--- src/rtl/mc_control.sv ---
// mc_control: multi-cycle control unit for a small RISC-V style datapath.
//
// Sequences fetch, decode, execute, memory access and write-back. It drives
// the datapath register loads, the operand/memory muxes and the ALU operation,
// and it flags illegal opcodes and memory timeouts.
//
// Ports:
//   clk, rst           clock; synchronous active-high reset
//   opcode, funct3,    instruction fields taken from the IR (valid from DECODE)
//   funct7_5
//   alu_zero           ALU zero flag, used to resolve branches
//   mem_ready          completion strobe for instruction and data memory
//   inst_read, data_read, data_write   memory requests
//   ir_write, pc_write, pc_source      IR/PC load control
//   reg_write, load_a, load_b, load_aluout, load_mdr   datapath loads
//   sel_mux_a, sel_mux_b, sel_mux_mem, alu_op          datapath steering
//   state              current state code
//   exc_cause          00 none, 01 illegal, 10 fetch timeout, 11 data timeout
//   instret            retired-instruction counter (wraps)
module mc_control #(
  parameter int MEM_TIMEOUT = 16,
  parameter int CNT_W       = 32
) (
  input  logic             clk,
  input  logic             rst,
  input  logic [6:0]       opcode,
  input  logic [2:0]       funct3,
  input  logic             funct7_5,
  input  logic             alu_zero,
  input  logic             mem_ready,
  output logic             inst_read,
  output logic             data_read,
  output logic             data_write,
  output logic             ir_write,
  output logic             pc_write,
  output logic             pc_source,
  output logic             reg_write,
  output logic             load_a,
  output logic             load_b,
  output logic             load_aluout,
  output logic             load_mdr,
  output logic             sel_mux_a,
  output logic [1:0]       sel_mux_b,
  output logic             sel_mux_mem,
  output logic [2:0]       alu_op,
  output logic [3:0]       state,
  output logic [1:0]       exc_cause,
  output logic [CNT_W-1:0] instret
);

  typedef enum logic [3:0] {
    ST_RESET  = 4'd0,
    ST_FETCH  = 4'd1,
    ST_DECODE = 4'd2,
    ST_EXEC_R = 4'd3,
    ST_EXEC_I = 4'd4,
    ST_ADDR   = 4'd5,
    ST_MEM_LD = 4'd6,
    ST_MEM_ST = 4'd7,
    ST_WB_ALU = 4'd8,
    ST_WB_MEM = 4'd9,
    ST_BRANCH = 4'd10,
    ST_EXCEPT = 4'd15
  } state_t;

  localparam logic [6:0] OP_R      = 7'b0110011;
  localparam logic [6:0] OP_IMM    = 7'b0010011;
  localparam logic [6:0] OP_LOAD   = 7'b0000011;
  localparam logic [6:0] OP_STORE  = 7'b0100011;
  localparam logic [6:0] OP_BRANCH = 7'b1100011;

  localparam logic [2:0] ALU_NONE = 3'b000;
  localparam logic [2:0] ALU_ADD  = 3'b001;
  localparam logic [2:0] ALU_SUB  = 3'b010;
  localparam logic [2:0] ALU_AND  = 3'b011;
  localparam logic [2:0] ALU_OR   = 3'b100;

  localparam logic [1:0] EXC_NONE    = 2'b00;
  localparam logic [1:0] EXC_ILLEGAL = 2'b01;
  localparam logic [1:0] EXC_FETCH   = 2'b10;
  localparam logic [1:0] EXC_DATA    = 2'b11;

  // Last wait-count value before a stalled memory access is abandoned.
  localparam logic [7:0] WAIT_LAST = 8'(MEM_TIMEOUT - 1);

  state_t           state_r;
  state_t           state_next_s;
  logic [7:0]       wait_cnt_r;
  logic [1:0]       exc_cause_r;
  logic [1:0]       exc_next_s;
  logic [CNT_W-1:0] instret_r;
  logic             retire_s;
  logic             wait_state_s;
  logic             timeout_s;

  assign state     = state_r;
  assign exc_cause = exc_cause_r;
  assign instret   = instret_r;

  assign wait_state_s = (state_r == ST_FETCH) || (state_r == ST_MEM_LD) ||
                        (state_r == ST_MEM_ST);
  // A ready strobe in the final wait cycle still completes the access.
  assign timeout_s = wait_state_s && !mem_ready && (wait_cnt_r == WAIT_LAST);

  // Next-state, exception cause, retire and datapath control decode.
  always_comb begin
    state_next_s = state_r;
    exc_next_s   = exc_cause_r;
    retire_s     = 1'b0;
    inst_read    = 1'b0;
    data_read    = 1'b0;
    data_write   = 1'b0;
    ir_write     = 1'b0;
    pc_write     = 1'b0;
    pc_source    = 1'b0;
    reg_write    = 1'b0;
    load_a       = 1'b0;
    load_b       = 1'b0;
    load_aluout  = 1'b0;
    load_mdr     = 1'b0;
    sel_mux_a    = 1'b0;
    sel_mux_b    = 2'b00;
    sel_mux_mem  = 1'b0;
    alu_op       = ALU_NONE;

    case (state_r)
      ST_RESET: begin
        state_next_s = ST_FETCH;
      end

      ST_FETCH: begin
        // PC + 4 is computed while the instruction is being read.
        inst_read = 1'b1;
        sel_mux_b = 2'b01;
        alu_op    = ALU_ADD;
        if (mem_ready) begin
          ir_write     = 1'b1;
          pc_write     = 1'b1;
          state_next_s = ST_DECODE;
        end else if (timeout_s) begin
          state_next_s = ST_EXCEPT;
          exc_next_s   = EXC_FETCH;
        end else begin
          state_next_s = ST_FETCH;
        end
      end

      ST_DECODE: begin
        // Branch target (PC + imm<<1) is precomputed into AluOut here.
        load_a      = 1'b1;
        load_b      = 1'b1;
        sel_mux_b   = 2'b11;
        alu_op      = ALU_ADD;
        load_aluout = 1'b1;
        case (opcode)
          OP_R: begin
            state_next_s = ST_EXEC_R;
          end
          OP_IMM: begin
            if (funct3 == 3'b000) begin
              state_next_s = ST_EXEC_I;
            end else begin
              state_next_s = ST_EXCEPT;
              exc_next_s   = EXC_ILLEGAL;
            end
          end
          OP_LOAD, OP_STORE: begin
            if (funct3 == 3'b011) begin
              state_next_s = ST_ADDR;
            end else begin
              state_next_s = ST_EXCEPT;
              exc_next_s   = EXC_ILLEGAL;
            end
          end
          OP_BRANCH: begin
            if ((funct3 == 3'b000) || (funct3 == 3'b001)) begin
              state_next_s = ST_BRANCH;
            end else begin
              state_next_s = ST_EXCEPT;
              exc_next_s   = EXC_ILLEGAL;
            end
          end
          default: begin
            state_next_s = ST_EXCEPT;
            exc_next_s   = EXC_ILLEGAL;
          end
        endcase
      end

      ST_EXEC_R: begin
        sel_mux_a = 1'b1;
        sel_mux_b = 2'b00;
        case ({funct7_5, funct3})
          4'b0000: begin
            alu_op       = ALU_ADD;
            load_aluout  = 1'b1;
            state_next_s = ST_WB_ALU;
          end
          4'b1000: begin
            alu_op       = ALU_SUB;
            load_aluout  = 1'b1;
            state_next_s = ST_WB_ALU;
          end
          4'b0111: begin
            alu_op       = ALU_AND;
            load_aluout  = 1'b1;
            state_next_s = ST_WB_ALU;
          end
          4'b0110: begin
            alu_op       = ALU_OR;
            load_aluout  = 1'b1;
            state_next_s = ST_WB_ALU;
          end
          default: begin
            state_next_s = ST_EXCEPT;
            exc_next_s   = EXC_ILLEGAL;
          end
        endcase
      end

      ST_EXEC_I, ST_ADDR: begin
        sel_mux_a   = 1'b1;
        sel_mux_b   = 2'b10;
        alu_op      = ALU_ADD;
        load_aluout = 1'b1;
        if (state_r == ST_EXEC_I) begin
          state_next_s = ST_WB_ALU;
        end else if (opcode == OP_STORE) begin
          state_next_s = ST_MEM_ST;
        end else begin
          state_next_s = ST_MEM_LD;
        end
      end

      ST_MEM_LD: begin
        data_read = 1'b1;
        if (mem_ready) begin
          load_mdr     = 1'b1;
          state_next_s = ST_WB_MEM;
        end else if (timeout_s) begin
          state_next_s = ST_EXCEPT;
          exc_next_s   = EXC_DATA;
        end else begin
          state_next_s = ST_MEM_LD;
        end
      end

      ST_MEM_ST: begin
        data_write = 1'b1;
        if (mem_ready) begin
          retire_s     = 1'b1;
          state_next_s = ST_FETCH;
        end else if (timeout_s) begin
          state_next_s = ST_EXCEPT;
          exc_next_s   = EXC_DATA;
        end else begin
          state_next_s = ST_MEM_ST;
        end
      end

      ST_WB_ALU, ST_WB_MEM: begin
        reg_write    = 1'b1;
        sel_mux_mem  = (state_r == ST_WB_MEM);
        retire_s     = 1'b1;
        state_next_s = ST_FETCH;
      end

      ST_BRANCH: begin
        sel_mux_a = 1'b1;
        sel_mux_b = 2'b00;
        alu_op    = ALU_SUB;
        pc_source = 1'b1;
        if (funct3 == 3'b000) begin
          pc_write = alu_zero;
        end else begin
          pc_write = ~alu_zero;
        end
        retire_s     = 1'b1;
        state_next_s = ST_FETCH;
      end

      ST_EXCEPT: begin
        state_next_s = ST_EXCEPT;
      end

      default: begin
        // Unused encodings recover through RESET.
        state_next_s = ST_RESET;
        exc_next_s   = EXC_NONE;
      end
    endcase
  end

  // State and exception-cause registers.
  always_ff @(posedge clk) begin
    if (rst) begin
      state_r     <= ST_RESET;
      exc_cause_r <= EXC_NONE;
    end else begin
      state_r     <= state_next_s;
      exc_cause_r <= exc_next_s;
    end
  end

  // Memory wait counter: restarts whenever a state is entered, counts stalls.
  always_ff @(posedge clk) begin
    if (rst) begin
      wait_cnt_r <= 8'd0;
    end else if (state_next_s != state_r) begin
      wait_cnt_r <= 8'd0;
    end else if (wait_state_s && !mem_ready) begin
      wait_cnt_r <= wait_cnt_r + 8'd1;
    end else begin
      wait_cnt_r <= wait_cnt_r;
    end
  end

  // Retired-instruction counter, free-running wrap.
  always_ff @(posedge clk) begin
    if (rst) begin
      instret_r <= '0;
    end else if (retire_s) begin
      instret_r <= instret_r + CNT_W'(1);
    end else begin
      instret_r <= instret_r;
    end
  end

endmodule

--- config.mk ---
export PLATFORM = sky130hd
export DESIGN_NAME = mc_control
export DESIGN_NICKNAME = d
export VERILOG_FILES = /design/src/rtl/mc_control.sv
export SDC_FILE = /design/constraint.sdc
export NUM_CORES = 1
export LEC_CHECK = 0
export ABC_AREA = 1
export CAP_MARGIN = 10
export CORE_ASPECT_RATIO = 2
export CORE_MARGIN = 3
export CORE_UTILIZATION = 40
export CTS_CLUSTER_DIAMETER = 80
export DETAILED_ROUTE_END_ITERATION = 8
export GPL_ROUTABILITY_DRIVEN = 1
export GPL_TIMING_DRIVEN = 0
export PLACE_DENSITY_LB_ADDON = 0.15
export SETUP_SLACK_MARGIN = 0.3
export SLEW_MARGIN = 10
export SYNTH_ARGS = -nofsm -noshare
export SYNTH_HDL_FRONTEND = slang
export SYNTH_SLANG_ARGS = --single-unit
--- constraint.sdc ---
create_clock -name clk -period 2.2 [get_ports clk]
set_input_delay 0.44 -clock clk [delete_from_list [all_inputs] [get_ports clk]]
set_output_delay 0.44 -clock clk [all_outputs]
set_load 0.03 [all_outputs]
## Word level (Yosys, flattened, before mapping)

Cells that the tools add are included.

- Flip-flop bits (word level): 46
- Output and inout port bits: 56
- Word-level logic and storage cells: 105
- Input port bits: 15

- Equal/unequal tests: 32
- Bitwise operators: 2
- Add/subtract/negate cells: 2
- Reductions and logical operators: 22
- Muxes and demuxes: 43

Operators by type and width:

| cell | number |
|---|---|
| 2-to-1 mux 4 bit | 9 |
| adder 32 x 1 -> 32 bit (second input constant) | 1 |
| case mux 4 bit (8 select lines) | 1 |
| == test 4 x 3 -> 1 bit (second input constant) | 6 |
| == test 4 bit (second input constant) | 5 |
| 2-to-1 mux 2 bit | 8 |
| case mux 4 bit (4 select lines) | 1 |
| OR reduction 4 bit | 4 |
| == test 7 x 6 -> 1 bit (second input constant) | 2 |
| 2-to-1 mux 1 bit | 14 |
| case mux 3 bit (4 select lines) | 1 |
| != test 2 bit (second input constant) | 5 |
| case mux 2 bit (5 select lines) | 1 |
| AND reduction 10 bit | 1 |
| OR reduction 2 bit | 5 |
| != test 3 bit (second input constant) | 3 |
| case mux 3 bit (3 select lines) | 1 |
| adder 8 x 1 -> 8 bit (second input constant) | 1 |
| == test 4 x 2 -> 1 bit (second input constant) | 2 |
| == test 8 x 4 -> 1 bit (second input constant) | 1 |
| logical NOT 4 bit | 2 |
| case mux 2 bit (4 select lines) | 1 |
| == test 7 x 2 -> 1 bit (second input constant) | 1 |
| == test 7 x 5 -> 1 bit (second input constant) | 1 |
| 16 further kinds | 24 |

## Longest topological paths before layout

- Word-level depth: 10
- Gate-level depth with buffers: 15
- Mapped depth without buffers: 14

## Worst setup path before layout

No wires, ideal clock.

- Kind: reg2out
- Start point: reg state_r[1] (netlist: state[1])
- End point: out load_aluout
- Slack: 37 ps
- Buffers on the path: 1
- Cell stages (with the launch flop): 6
- Data arrival time: 1723 ps
- Cell sequence: dfxtp_1 -> buf_6 -> nand2_1 -> nor2_2 -> nor2_1 -> o21ai_0

- Cells in the longest elaborated chain, start to end: 3
- Elaborated cells between the ends (all ways): 6
- Classes of those cells: 4 x eq/ne; 1 x mux; 1 x reduce/logical

Ends and longest elaborated chain:

| item | line | RTL |
|---|---|---|
| from (decl) | 86 | `state_t state_r;` |
| from (signal assigned) | 300 | `state_r <= state_next_s;` |
| == test 4 x 3 -> 1 bit / == test 4 x 2 -> 1 bit (equally long branches) | 126 | `case (state_r)` |
| OR reduction 3 bit (no source line) | n/a |  |
| case mux 1 bit (2 select lines) * | 126 |  |
| to (decl) | 40 | `output logic load_aluout,` |

Every way passes the cells marked *; elsewhere a longest branch is shown, timed or not.

## Worst setup path after layout

Same ends and word-level chain as after synthesis.

==> metrics.yaml <==
outcome:
  status: "finished clean"
power:
  p_leak_nw: 2.023
  p_sw_mw: 1.730
  pwr-share-comb_pct: 55.6
  p_sw_share_pct: 44.36
  powerDensity_nw_per_um2: 872.4
  clock_power_share_pct: 18.6
  internal_power_mw: 2.170
  p_seq_share_pct: 25.8
  vdd_drop_max_v: 0.0007533
detailed_routing:
  wl_per_cell_um: 14.12
  routed_wl_um: 9487
  vias_per_cell: 5.095
  firstDrtPassIters: 6
  via_count: 3424
  drc: 0
  initialDrtViolationCount: 173
  drtAntennaViolNets: 0
setup_path:
  cp-start-kind: "register"
  endpoint_kind: "output port"
  worstPathArrival_ps: 1520
  rrSetupSlack_ps: 320
  path_class: "reg -> out"
  cp_max_fo: 5
  crit_required_ps: 1760
global_route:
  grt_pass1_vias: 3267
  grt_pass1_wl_um: 14610
  antenna_found_initial: 0
  grt_remaining_overflow: 0
  grt_usage_pct: 22.24
  grt_max_degree: 13
final_layout:
  final_common_cell: "nand2_1"
  diodes: 0
  drive_gt1_share_pct: 27.59
  syn_to_final_growth_pct: 49.87
  fin_nets: 597
  stdcell_count: 672
  final_cell_mix: "nand2_1 (98), nor2_1 (55), inv_1 (46)"
clock_network:
  clkLatencyLatePin_ps: 290
  cts_max_level: 2
  cts_sinks: 46
  cts_buffer_depth: 2
  clkTransAtPathRegs_ps: 60
  clockRootBuffer: "clkbuf_16"
  numCtsBuffers: 5
  cts_hold_buf: 0
  cts_tree: "yes"
yosys:
  ys_top_cells_by_area: "dfxtp_1 (31%), nand2_1 (14%), nor2_1 (9.4%), inv_1 (7.2%), a21oi_1 (4.9%)"
  ys_warn_count: 0
  ys_ff_latch: 46
  synth_largest_area_cell: "dfxtp_1"
  async_reset_ff_share_pct: 0
  yosys.area.top_type_share_pct: 30.87
  synth_cells: 475
  synth_nets: 492
  syn_area_um2: 2983
  synth_ff_type: "dfxtp_1"
  avgSynthCellArea_um2: 6.280
  seq_area_frac_synth_pct: 30.87
  synth_cell_type_count: 39
  synth_edf_count: 0
die:
  start_util_pct: 41.05
  rows: 44
  die_y_um: 128.1
  die_area_um2: 8592
  die_w_um: 67.06
  io_pins: 71
  fp.coreArea_um2: 7267
sta:
  period_share_pct: 89.02
  max_clock_freq_ghz: 0.5106
  period_needed_ps: 1958
  slew_headroom_pct: 58.68
  layout_setup_ws_ps: 241.6
  hold_viol: 0
  maxSlewViolCount: 0
  rsz0062_at_grt: "true"
  worstMarginPinSlew_ps: 619.8
  setup_viol: 0
  fin_skew_ps: 6.015
  hold_ws_ps: 443.7
hold_path:
  hold_path_class: "reg -> reg"
place:
  port_buffers: 70
  dp_hpwl_um: 7333
  place_ws_ps: -592.3
  placed_cells: 637
  gp_congestion: 0.9212
run:
  maxCapViolCount: 0
## worst max-delay path, cell delays in order, from the launching register on
cell	delay, ps
dfxtp_2	330
buf_6	130
buf_4	120
nand2_4	80
nor2_4	230
nor2_4	70
o21ai_1	90
buf_4	180
## through the flow
step                      instance area (um^2)  total power, mW  util (%)  TNS [ps]
after global placement                    3832            2.710     52.74     -5390
after global routing                      4471            4.115     61.52         0
after CTS                                 4068            3.563     55.97         0
after floorplan                           3017            2.132         -         0
final                                     4471            3.900     61.52         0
after detailed placement                  3832            2.719     52.74     -5719
## area by class of cell
class	count	area, um^2
inverter	63	246.5
fill	714	2796
tap	92	115.1
sequential	46	947.2
multi-input combinational	359	2093
buffer	7	37.54
clock buffer	7	132.6
timing repair buffer	98	898.4
## logic make-up after synthesis
logic type,share of synthesized area (%)
AO/OA/AOI/OAI,10.87
XOR/XNOR,5.285
adder cells (fa/ha/maj),0.8388
buffers and inverters,9.186
flip-flops,30.87
multiplexers,0.3356
AND/OR/NAND/NOR,42.62
## synth_stat cells (4+ instances only)
| master | n |
|---|---|
| nand2_1 | 110 |
| nor2_1 | 75 |
| inv_1 | 57 |
| dfxtp_1 | 46 |
| a21oi_1 | 29 |
| nand3_1 | 27 |
| nor3_1 | 17 |
| o21ai_0 | 16 |
| nand4_1 | 14 |
| xor2_1 | 13 |
| nor2_2 | 11 |
| nand2_2 | 9 |
| inv_2 | 6 |
| clkbuf_1 | 5 |
| xnor2_1 | 5 |
| nor4_1 | 4 |
## metal layers
metal | GRT usage [%] | vias up | wire, um
li1 | - | 1751 | -
met1 | 20.42 | 1546 | 3279
met2 | 41.53 | 96 | 5317
met3 | 2.982 | 31 | 329
met4 | 16.75 | 0 | 561
met5 | 0 | - | 0
## worst paths after layout
path / from / end / cells after the start
hold / removal: exc_cause[0]$_SDFFE_PP0P_ / exc_cause[0]$_SDFFE_PP0P_ / 2
setup reg to reg: state[1]$_SDFF_PP0_ / wait_cnt_r[1]$_SDFFE_PP0P_ / 11
setup / recovery: state[1]$_SDFF_PP0_ / load_aluout / 7
hold reg to reg: exc_cause[0]$_SDFFE_PP0P_ / exc_cause[0]$_SDFFE_PP0P_ / 2
## state kept, by name (all words and copies together), names as in the netlist
name        cells
exc_cause       2
instret        32
state           4
wait_cnt_r      8
## power by group through the flow
stage,logic (mW),registers [mW],clock network [mW]
6_report,2.17,1.01,0.724
5_1_grt,2.33,1.01,0.769
4_1_cts,1.82,1.00,0.740
3_5_place_dp,1.72,0.996,0
3_3_place_gp,1.71,0.998,0
2_1_floorplan,1.06,1.07,0
## what timing repair did
item | CTS | global route
buffers inserted | 6 | 22
resized for setup | 117 | 102
pin swaps | 7 | 37
endpoints found under the setup margin | 40 | 42
Power figures use the tool's default switching activity.
